## config.mk

```make
export PLATFORM = sky130hd
export DESIGN_NAME = pattern_led_ctrl
export DESIGN_NICKNAME = d
export VERILOG_FILES = /design/src/rtl/led_ctrl_pkg.sv /design/src/rtl/tick_gen.sv /design/src/rtl/pattern_led_ctrl.sv
export SDC_FILE = /design/constraint.sdc
export NUM_CORES = 1
export LEC_CHECK = 0
export CAP_MARGIN = 10
export CORE_MARGIN = 2
export CORE_UTILIZATION = 50
export DETAILED_ROUTE_END_ITERATION = 8
export PLACE_DENSITY = 0.77
export SLEW_MARGIN = 20
export SYNTH_ARGS = -nofsm -noshare
export SYNTH_HDL_FRONTEND = slang
export SYNTH_SLANG_ARGS = --single-unit
export TNS_END_PERCENT = 10
```

## constraint.sdc

```tcl
create_clock -name clk_125 -period 3.4 [get_ports clk_125]
set_clock_uncertainty 0.05 [all_clocks]
set_input_delay 0.68 -clock clk_125 [delete_from_list [all_inputs] [get_ports clk_125]]
set_output_delay 0.68 -clock clk_125 [all_outputs]
set_load 0.02 [all_outputs]
```

## src/rtl/led_ctrl_pkg.sv

```systemverilog
// led_ctrl_pkg: display-mode encoding and counter width helpers for the pattern LED controller
package led_ctrl_pkg;
   typedef enum logic [1:0] {
      MODE_COUNT = 2'b00,
      MODE_SHIFT = 2'b01,
      MODE_BLINK = 2'b10,
      MODE_OFF   = 2'b11
   } mode_e;
   function automatic int div_w(input int div);
      return (div > 2) ? $clog2(div) : 1;
   endfunction
   function automatic int fill_w(input int pat_w);
      return $clog2(pat_w + 1);
   endfunction
   function automatic int blink_w(input int ticks);
      return $clog2(ticks + 1);
   endfunction
endpackage

```

## src/rtl/tick_gen.sv

```systemverilog
// tick_gen: one-cycle strobe every DIV clocks, high while the divider sits at DIV-1
module tick_gen
   import led_ctrl_pkg::*;
#(
   parameter int DIV = 12_500_000
) (
   input  logic clk_125,
   input  logic rst,
   output logic tick
);
   localparam int W = div_w(DIV);
   localparam logic [W-1:0] LAST = W'(DIV - 1);
   logic [W-1:0] r_cnt;
   always_ff @(posedge clk_125 or posedge rst)
      if (rst) r_cnt <= '0;
      else r_cnt <= (r_cnt == LAST) ? '0 : r_cnt + 1'b1;
   assign tick = (r_cnt == LAST);
endmodule

```

## src/rtl/pattern_led_ctrl.sv

```systemverilog
// pattern_led_ctrl: samples serial data on each tick, detects a programmable pattern
// and shows the match count, shift register or a blink timer on the LEDs
module pattern_led_ctrl
   import led_ctrl_pkg::*;
#(
   parameter int DIV         = 12_500_000,
   parameter int PAT_W       = 4,
   parameter int LED_W       = 4,
   parameter int BLINK_TICKS = 5
) (
   input  logic             clk_125,
   input  logic             rst,
   input  logic             data_in,
   input  logic [PAT_W-1:0] pattern,
   input  logic [1:0]       mode,
   output logic [LED_W-1:0] led,
   output logic             match,
   output logic             tick
);
   localparam int FW = fill_w(PAT_W);
   localparam int BW = blink_w(BLINK_TICKS);
   localparam logic [FW-1:0] FULL       = FW'(PAT_W);
   localparam logic [BW-1:0] BLINK_LOAD = BW'(BLINK_TICKS);
   logic             w_tick;
   logic [PAT_W-1:0] r_sr, w_sr_next;
   logic [FW-1:0]    r_fill, w_fill_next;
   logic [LED_W-1:0] r_match_cnt, r_led, w_led_next;
   logic [BW-1:0]    r_blink;
   logic             r_match;
   tick_gen #(.DIV(DIV)) u_tick (
      .clk_125(clk_125),
      .rst    (rst),
      .tick   (w_tick)
   );
   assign w_sr_next   = {r_sr[PAT_W-2:0], data_in};
   assign w_fill_next = (r_fill == FULL) ? FULL : r_fill + 1'b1;
   // the size cast both truncates and zero-extends the shift register to the LED width
   always_comb
      w_led_next = (mode_e'(mode) == MODE_COUNT) ? r_match_cnt :
                   (mode_e'(mode) == MODE_SHIFT) ? LED_W'(r_sr) :
                   (mode_e'(mode) == MODE_BLINK) ? {LED_W{r_blink != '0}} : '0;
   always_ff @(posedge clk_125 or posedge rst)
      if (rst) begin
         r_sr        <= '0;
         r_fill      <= '0;
         r_match     <= 1'b0;
         r_match_cnt <= '0;
         r_blink     <= '0;
         r_led       <= '0;
      end else begin
         if (w_tick) begin
            r_sr   <= w_sr_next;
            r_fill <= w_fill_next;
         end
         r_match     <= w_tick && (w_fill_next == FULL) && (w_sr_next == pattern);
         r_match_cnt <= r_match_cnt + LED_W'(r_match);
         if (r_match) r_blink <= BLINK_LOAD;
         else if (w_tick && r_blink != '0) r_blink <= r_blink - 1'b1;
         r_led <= w_led_next;
      end
   assign led   = r_led;
   assign match = r_match;
   assign tick  = w_tick;
endmodule

```

==> results.md, run 1 <==
* Status: complete, no violations
* DP HPWL at 2830 um
* GRT met3 Usage at 0.0395
* Die H at 69.0 um
* TritonCTS clock tree: done
* Reg2reg end: r_sr[0]$_DFFE_PP0N_
* Distinct cells, synth at 33
* Syn Area/Cell at 10.6 um^2
* Arr. time, crit path at about 2.5 ns
* Max clock buf depth at 2
* Port Buffers at 14
* Area of the die at about 4800 um^2
* CTS Root Buffer Type: clkbuf_8
* R2R setup slack at approximately 1.0 ns
* Busiest grt layer: met2
* IO Count at 15
* Final TNS setup at 0 ns
* Syn nets at ~220
* Post-synth EDFFs at 0
* Post-synthesis sequential area ratio at 0.509
* Seq cells post-synth at between 40 and 50
* Worst Path Required at 2.67 ns
* Post-synthesis async set-or-reset flop share at 1.00
* Final setup fails at 0
* Drt pass-1 iters at 4
* Crit path kind: reg2out
* DIE WIDTH at slightly below 70 um
* Yosys warnings at 0
* First-pass GRT wire length at about 6800 um
* CP Launch Point: u_tick.r_cnt[8]$_DFF_PP0_
* Critical Path End Type: primary output
* Via count at roughly 1,500
* Cell Pwr Density at 360 nW/um^2
* Hold Fails Final Rpt at 0
* Final worst-path cycle share at 0.950
* Hold Crit Class: reg2reg
* Area share of the largest cell type after synthesis at 0.509
* RSZ-0062 raised after global routing: no
* Met2 Track Usage GR at 0.299
* Post-route minimum period at 3.23 ns
* FF-to-FF path depth at 5
* Clk sinks at 43
* Initial DRC count at 58
* Cell count after synthesis at 200
* Yosys top cell by area: dfrtp_1
* Clk slew on worst S/H paths at around 0.08 ns
* Hold_ws at approximately 0.44 ns
* Vias in the first global route at around 1,500
* Leakage power at 1.04 nW
* Final worst slack at roughly 0.17 ns
* Worst slack at placement at approximately 0.44 ns
* Largest net degree at the start of global routing at 44
* Startpoint Class: flop
* Initial core utilization at 0.525
* Post-DRT Antenna Nets at 0
* Max FO, Critical Path at 10
* Row Count at 23
* Hold_sp: u_tick.r_cnt[0]$_DFF_PP0_
* CTS Buf Count at 5
* Core area at 4030 um^2
* Final Wtd Congestion at 0.864
* Mapped cell area at ~2100 um^2
* # nets final at between 200 and 250
* Initial antenna violation count at 0
* GRT Util Overall at 0.177
* Area growth from synthesis to layout at 13.3%
* Most common flop cell mapped by yosys: dfrtp_1
* Total congestion overflow at 0
* Pwr Total at 861 uW
* Largest cells by area after synthesis: dfrtp_1, xnor2_1, ha_1
* Global routing usage on met1 at 0.224
* CTS HTree Levels at 2
* Max cap viols at 0
* Final core utilization at 0.594
* Worst Max-Slew Pin Slew at ~0.52 ns
* Fin. max-slew vios at 0
* Via-per-instance ratio at approximately 5.6
* # hold bufs at CTS at 0
* Hold Path Depth at 1
* Slew HR at 0.653
* WHS Endpoint: u_tick.r_cnt[0]$_DFF_PP0_
* VDD IR max at around 340 uV
* DR DRC count at 0
* Final WL at ~4000 um
* WL/cell at between 10 and 15 um
* Reg-to-reg startpoint: u_tick.r_cnt[8]$_DFF_PP0_
* Layout cells sized above 1 at 0.0872
* Antenna diodes at 0
* Worst skew pair latency at approximately 0.30 ns
* Fmax at around 310 MHz
critical path, cell delays in order (launching register included):
cell and delay (ns):
dfrtp_1 0.43, or4_1 0.57, or3_4 0.41, nor2_1 0.17, clkdlybuf4s50_1 0.63
metrics by stage:
stage / area (um^2) / std cells
final: 2390 / 268
after global routing: 2390 / 268
after CTS: 2390 / 268
after detailed placement: 2290 / 260
after global placement: 2290 / 260
after floorplan: 2110 / 200
worst max path at each step:
stage	endpoint	slack, ns	cells past startpoint
floorplan	tick	0.76	6
global placement	tick	0.45	4
detailed placement	tick	0.44	4
CTS	tick	0.06	4
global route	tick	0.08	4
finish	tick	0.17	4
what timing repair did:
item	4_1_cts	5_1_grt
endpoints found under the hold margin	0	0
gates resized for setup	0	1
buffers inserted	0	0
endpoints found under the setup margin	0	1
cell type report:
type | instances | area (um^2)
Multi-Input combinational cell | 141 | 968
Clock buffer | 5 | 68.8
Clock inverter | 3 | 25.0
Fill cell | 358 | 1640
Inverter | 10 | 37.5
Tap cell | 50 | 62.6
Timing Repair Buffer | 16 | 155
Sequential cell | 43 | 1080
cells in the final DEF, fill, tap and decap left out, types with 2 or more instances in the layout:
master / instances
nor2b_1: 3
nand3_1: 10
nand2_1: 12
and3_2: 2
ha_1: 7
xnor2_1: 11
dfrtp_1: 43
or3_1: 2
and2_1: 2
a21oi_1: 5
and4_1: 2
nor3_1: 5
nor4_1: 4
buf_4: 2
o31ai_1: 5
a31oi_1: 2
clkbuf_8: 5
mux2_2: 4
nor2_1: 11
clkdlybuf4s50_1: 14
inv_1: 10
clkinv_4: 2
xor2_1: 10
o21ai_0: 13
mux2i_1: 7
or4_1: 7
nand4_1: 9
and4_2: 2
cells by family after synthesis:
group,Yosys count,share of synthesized area
compound gates,27,0.0734
xor+xnor,21,0.0870
fa+ha+maj,7,0.0414
buf+inv,16,0.0349
flops,43,0.509
mux,11,0.0545
simple gates,75,0.200
Yosys cell counts (all sizes together) (4+ instances only):
cell type,number
xnor2,11
o21ai,13
and4,4
ha,7
or4,7
nand2,12
mux2,4
dfrtp,43
buf,4
o31ai,5
xor2,10
nor4,4
nor2,11
nor3,5
nand3,10
inv,10
a21oi,5
mux2i,7
nand4,9
metal layers:
layer	share of wire	wire length (um)	up-vias
met5	0	0	-
li1	-	-	756
met4	0.010	40	0
met3	0.030	119	4
met2	0.51	2020	27
met1	0.45	1790	721
report_power, final:
part           switching [mW]  leakage (nW)  internal, mW
Clock                   0.178        0.0443         0.147
Combinational          0.0136         0.407        0.0118
Sequential                  0         0.587         0.511
Total                   0.192          1.04         0.669
registers in the layout, indices dropped and copies added, names as in the netlist:
signal	flops
r_sr	4
u_tick.r_cnt	24
r_blink	3
led	4
r_fill	3
match	1
r_match_cnt	4
(Power assumes the default switching activity.)
==> inputs of run 2 (changes only) <==
- CELL_PAD_IN_SITES_DETAIL_PLACEMENT: default -> 0
- CELL_PAD_IN_SITES_GLOBAL_PLACEMENT: default -> 1
- CORE_UTILIZATION: 50 -> 46
- HOLD_SLACK_MARGIN: default -> 0.1
- PLACE_DENSITY: 0.77 -> 0.85
==> results.md, run 2 (same netlist as run 1, synthesis figures left out) <==
* Final WL at 3810 um (-3.9%)
* Met2 Track Usage GR at 0.241 (-0.0584)
* Initial core utilization at 0.482 (-0.0425)
* Commonest non-fill, non-tap cell in the layout: dfrtp_1
* CTS Buf Count at 5 (unchanged)
* Vias in the first global route at 1,470 (-1.0%)
* VDD IR max at 241 uV (-29%)
* Post-DRT Antenna Nets at 0 (unchanged)
* Worst Max-Slew Pin Slew at 0.587 ns (+0.0664 ns)
* Worst skew pair latency at 0.30 ns (about the same)
* Final Wtd Congestion at 0.827 (-4.3%)
* DIE WIDTH at 71.8 um (+4.0%)
* Area of the die at 5150 um^2 (+8.2%)
* # nets final at 234 (+0.43%)
* Fin. max-slew vios at 0 (unchanged)
* Initial DRC count at 87 (+50%)
* Reg-to-reg startpoint: u_tick.r_cnt[8]$_DFF_PP0_
* Hold Crit Class: reg2reg
* Final worst-path cycle share at 0.933 (-0.0166)
* Crit path kind: reg2out
* CP max stage delay at 0.64 ns (about the same)
* Cell Pwr Density at 385 nW/um^2 (+7.2%)
* Status: complete, no violations
* Cts repair resizes at 0 (unchanged)
* Layout Cells excl Fill at 271 (+1.1%)
* Max reg flops at 24 (unchanged)
* Clk sinks at 43 (unchanged)
* Port Buffers at 14 (unchanged)
* Core area at 4380 um^2 (+8.8%)
* Global routing usage on met1 at 0.256 (+0.0323)
* Max clock buf depth at 2 (unchanged)
* TritonCTS clock tree: done
* Leakage power at 1.05 nW (+1.6%)
* Hold Path Depth at 1 (unchanged)
* Largest net degree at the start of global routing at 44 (unchanged)
* Via-per-instance ratio at 5.60 (-0.45%)
* DR DRC count at 0 (unchanged)
* Die H at 71.8 um (+4.0%)
* Max cap viols at 0 (unchanged)
* Dpl cell area at 2300 um^2 (+0.44%)
* Busiest grt layer: met1
* Final Instance Area at 2420 um^2 (+0.99%)
* Post-route minimum period at 3.17 ns (-0.0564 ns)
* Antenna diodes at 0 (unchanged)
* Reg2reg end: r_sr[1]$_DFFE_PP0N_
* Via count at 1,518 (+0.66%)
* Crit path max-delay cell type: clkdlybuf4s50_1
* Postcts setup bufs at 0 (unchanged)
* Initial antenna violation count at 0 (unchanged)
* First-pass GRT wire length at 6840 um (+0.71%)
* RSZ-0062 raised after global routing: no
* # hold bufs at CTS at 0 (unchanged)
* Inst Count DP at 263 (+1.2%)
* CTS HTree Levels at 2 (unchanged)
* GRT met3 Usage at 0.0338 (-0.00572)
* Total congestion overflow at 0 (unchanged)
* Commonest cells after routing, fill and taps aside: dfrtp_1, clkdlybuf4s50_1, o21ai_0
* FF-to-FF path depth at 5 (unchanged)
* IO Count at 15 (unchanged)
* Max FO, Critical Path at 5 (-5)
* Hold_ws at 0.433 ns (-0.00426 ns)
* Worst Path Required at 2.67 ns (about the same)
* R2R setup slack at 1.08 ns (+0.05 ns)
* Drt pass-1 iters at 4 (unchanged)
* GRT Util Overall at 0.172 (-0.00476)
* Layout cells sized above 1 at 0.0868 (-0.000398)
* Hold Fails Final Rpt at 0 (unchanged)
* Largest reg by FF count: u_tick.r_cnt
* Area growth from synthesis to layout at 14.4%
* Final setup fails at 0 (unchanged)
* Clk slew on worst S/H paths at 0.08 ns (about the same)
* CTS Root Buffer Type: clkbuf_8
* Slew HR at 0.606 (-0.0473)
* Critical-path cell list: or4_1 > or3_1 > nor2_1 > clkdlybuf4s50_1
* Startpoint Class: flop
* Fmax at 315 MHz (+1.8%)
* Hold_sp: r_match_cnt[3]$_DFF_PP0_
* Critical Path End Type: primary output
* DP HPWL at 2700 um (-4.5%)
* WL/cell at 14.1 um (-5.0%)
* Pwr Total at 932 uW (+8.2%)
* Row Count at 24 (+4.3%)
* CP Launch Point: u_tick.r_cnt[8]$_DFF_PP0_
* Final TNS setup at 0 ns (unchanged)
* Arr. time, crit path at 2.44 ns (-0.06 ns)
* WHS Endpoint: r_match_cnt[3]$_DFF_PP0_
## run 2: worst max-delay path, delay by kind of cell (launching register included)
| kind | cells | cell delay [ns] |
|---|---|---|
| buffers and inverters | 1 | 0.64 |
| AND/OR/NAND/NOR | 3 | 1.09 |
| flip-flops | 1 | 0.43 |
## run 2: area by class of cell
cell class	instances	area (um^2)
Fill cell	392	1970
Sequential cell	43	1080
Multi-Input combinational cell	141	963
Timing Repair Buffer	17	163
Clock buffer	5	68.8
Tap cell	52	65.1
Clock inverter	3	43.8
Inverter	10	37.5
## run 2: per-layer routing
metal | vias up | wire length, um | part of all wire
met1 | 733 | 1980 | 0.52
met3 | 10 | 88 | 0.023
li1 | 757 | - | -
met4 | 0 | 94 | 0.025
met2 | 18 | 1650 | 0.43
met5 | - | 0 | 0
## run 2: worst max-delay path by stage
| stage | slack (ns) | endpoint | cells past startpoint |
|---|---|---|---|
| after floorplan | 0.76 | tick | 6 |
| after global placement | 0.58 | tick | 4 |
| after detailed placement | 0.56 | tick | 4 |
| after CTS | 0.22 | tick | 4 |
| after global routing | 0.12 | tick | 5 |
| final | 0.23 | tick | 4 |
## run 2: through the flow
step / util / setup slack [ns]
finish: 0.551 / 0.226
global route: 0.551 / 0.120
CTS: 0.551 / 0.217
detailed placement: 0.526 / 0.563
global placement: 0.526 / 0.583
floorplan: - / 0.756
## run 2: where the power goes
part / total [mW] / switching (mW) / internal [mW]
registers: 0.511 / 0 / 0.511
logic: 0.0256 / 0.0138 / 0.0118
clock network: 0.395 / 0.177 / 0.219
total: 0.932 / 0.191 / 0.741
==> RTL change (flow settings as in run 1) <==
`DIV` is set to 12_500_000 in 2 places; all go to 3_125_000.
--- a/src/rtl/tick_gen.sv
+++ b/src/rtl/tick_gen.sv
@@ -2,7 +2,7 @@
 module tick_gen
    import led_ctrl_pkg::*;
 #(
-   parameter int DIV = 12_500_000
+   parameter int DIV = 3_125_000
 ) (
    input  logic clk_125,
    input  logic rst,
--- a/src/rtl/pattern_led_ctrl.sv
+++ b/src/rtl/pattern_led_ctrl.sv
@@ -3,7 +3,7 @@
 module pattern_led_ctrl
    import led_ctrl_pkg::*;
 #(
-   parameter int DIV         = 12_500_000,
+   parameter int DIV         = 3_125_000,
    parameter int PAT_W       = 4,
    parameter int LED_W       = 4,
    parameter int BLINK_TICKS = 5
Formal check against the unedited RTL: no difference found for any inputs over 10 cycles, from zero or initial values and one cycle with rst high; that may be too few to reach the edited logic, so the function may still have changed.
==> RTL change against run 1 <==
  * Die area down 1.2%
  * Non-clock buffer count decreased by 1
  * Final cell count shrank 3.7%
  * Setup slack improved by 0.071 ns
  * Hold slack worse by 0.013 ns
  * Routed wire length down 0.28%
  * Synthesized area is 1.2% lower
  * Sequential cell count fell by 2
  * Sequential share of layout area is 1.1 points lower
  * Cell area is 2.4% lower
  * Clock power decreased by 10%
  * First-iteration DRC count grew 110%
  * Total power down 6.7%
  * Critical path type unchanged
==> RTL change: results (changes against run 1) <==
Drt
  • Routed met3 length: 198 um (+66%)
  • DR vias/cell: 5.63 (about the same)
  • Routed vias: 1452 (-3.7%)
  • Initial DRC Count: 123 (+110%)

Finish
  • Max reg flops: 22 (-8.3%)
  • Final net count: 225 (-3.4%)
  • # fillers: 351 (-2.0%)
  • Share of layout cells above drive strength 1: 9.13% (+0.42 points)
  • Final Util: 58.4% (-0.98 points)

Logic synthesis
  • Library cells used by synthesis: 36 (+9.1%)
  • Part of the Yosys area used for sequential elements: 49.2% (-1.8 points)
  • Synth cell count leaders: dfrtp_1, nor2_1, xnor2_1, nand4_1, inv_1
  • Adder-Cell Fraction of Synth Area: 4.20% (+0.052 points)
  • Synth Area in Compound Gates: 3.54% (-3.8 points)
  • Post-Synthesis Cells: 193 (-3.5%)
  • Mux cell area share after synthesis: 7.19% (+1.7 points)

Outcome
  • Status: completed

Critical path
  • CP arrival: 2.43 ns (-0.07 ns)

Timing
  • Worst-Margin Slew: 0.593 ns (+0.0724 ns)

Global routing
  • All-layer global routing usage: 19.8% (+2.0 points)
  • First-pass GRT wire length: 6730 um (-1.0%)
  • Largest net degree at the start of global routing: 42 (-4.5%)

Placement
  • Dpl cells: 252 (-3.1%)
  • DP Area: 2260 um2 (-1.4%)
  • Routability congestion estimate: 0.860 (-0.44%)
==> RTL change: cell families (layout without fill, tap and decap cells) <==
logic type | count (synthesis) | after routing
AO/OA/AOI/OAI | 13 | 13
XOR/XNOR | 21 | 21
adder cells (fa/ha/maj) | 7 | 7
flip-flops | 41 | 41
AND/OR/NAND/NOR | 81 | 81
multiplexers | 14 | 14
buffers and inverters | 16 | 31
==> RTL change: critical path: stages, from the launching register on <==
cell and delay (ns):
dfrtp_1 0.40, ha_1 0.29, nand2_1 0.08, or4_4 0.43, nor3_2 0.28, clkdlybuf4s50_1 0.67
==> RTL change: worst paths after layout <==
path,slack [ns],start,end,cells past startpoint
min in group asynchronous,0.76,rst,u_tick.r_cnt[11],3
worst max register to register,1.22,u_tick.r_cnt[0],r_fill[1],5
max in group asynchronous,2.18,rst,u_tick.r_cnt[6],3
worst max-delay path,0.24,u_tick.r_cnt[0],tick,5
worst min-delay path,0.42,r_match_cnt[3],r_match_cnt[3],1
worst min register to register,0.42,r_match_cnt[3],r_match_cnt[3],1
==> RTL change: area by class of cell <==
type                       instances  share of cell area (%)
sequential                        41                    43.9
multi-input combinational        136                    42.3
clock buffer                       5                    2.94
inverter                          10                    1.61
tap                               50                    2.68
clock inverter                     1                   0.214
timing repair buffer              15                    6.32
==> RTL change: metal layers <==
layer  vias up  track usage (%)
met3         7             4.55
li1        708                -
met5         -                0
met2        35             30.9
met1       702             26.2
met4         0             8.50
==> RTL change: where the power goes <==
group | switching [mW] | internal, mW | total [mW]
registers | 0 | 0.487 | 0.487
clock network | 0.156 | 0.135 | 0.291
logic | 0.0138 | 0.0111 | 0.0249
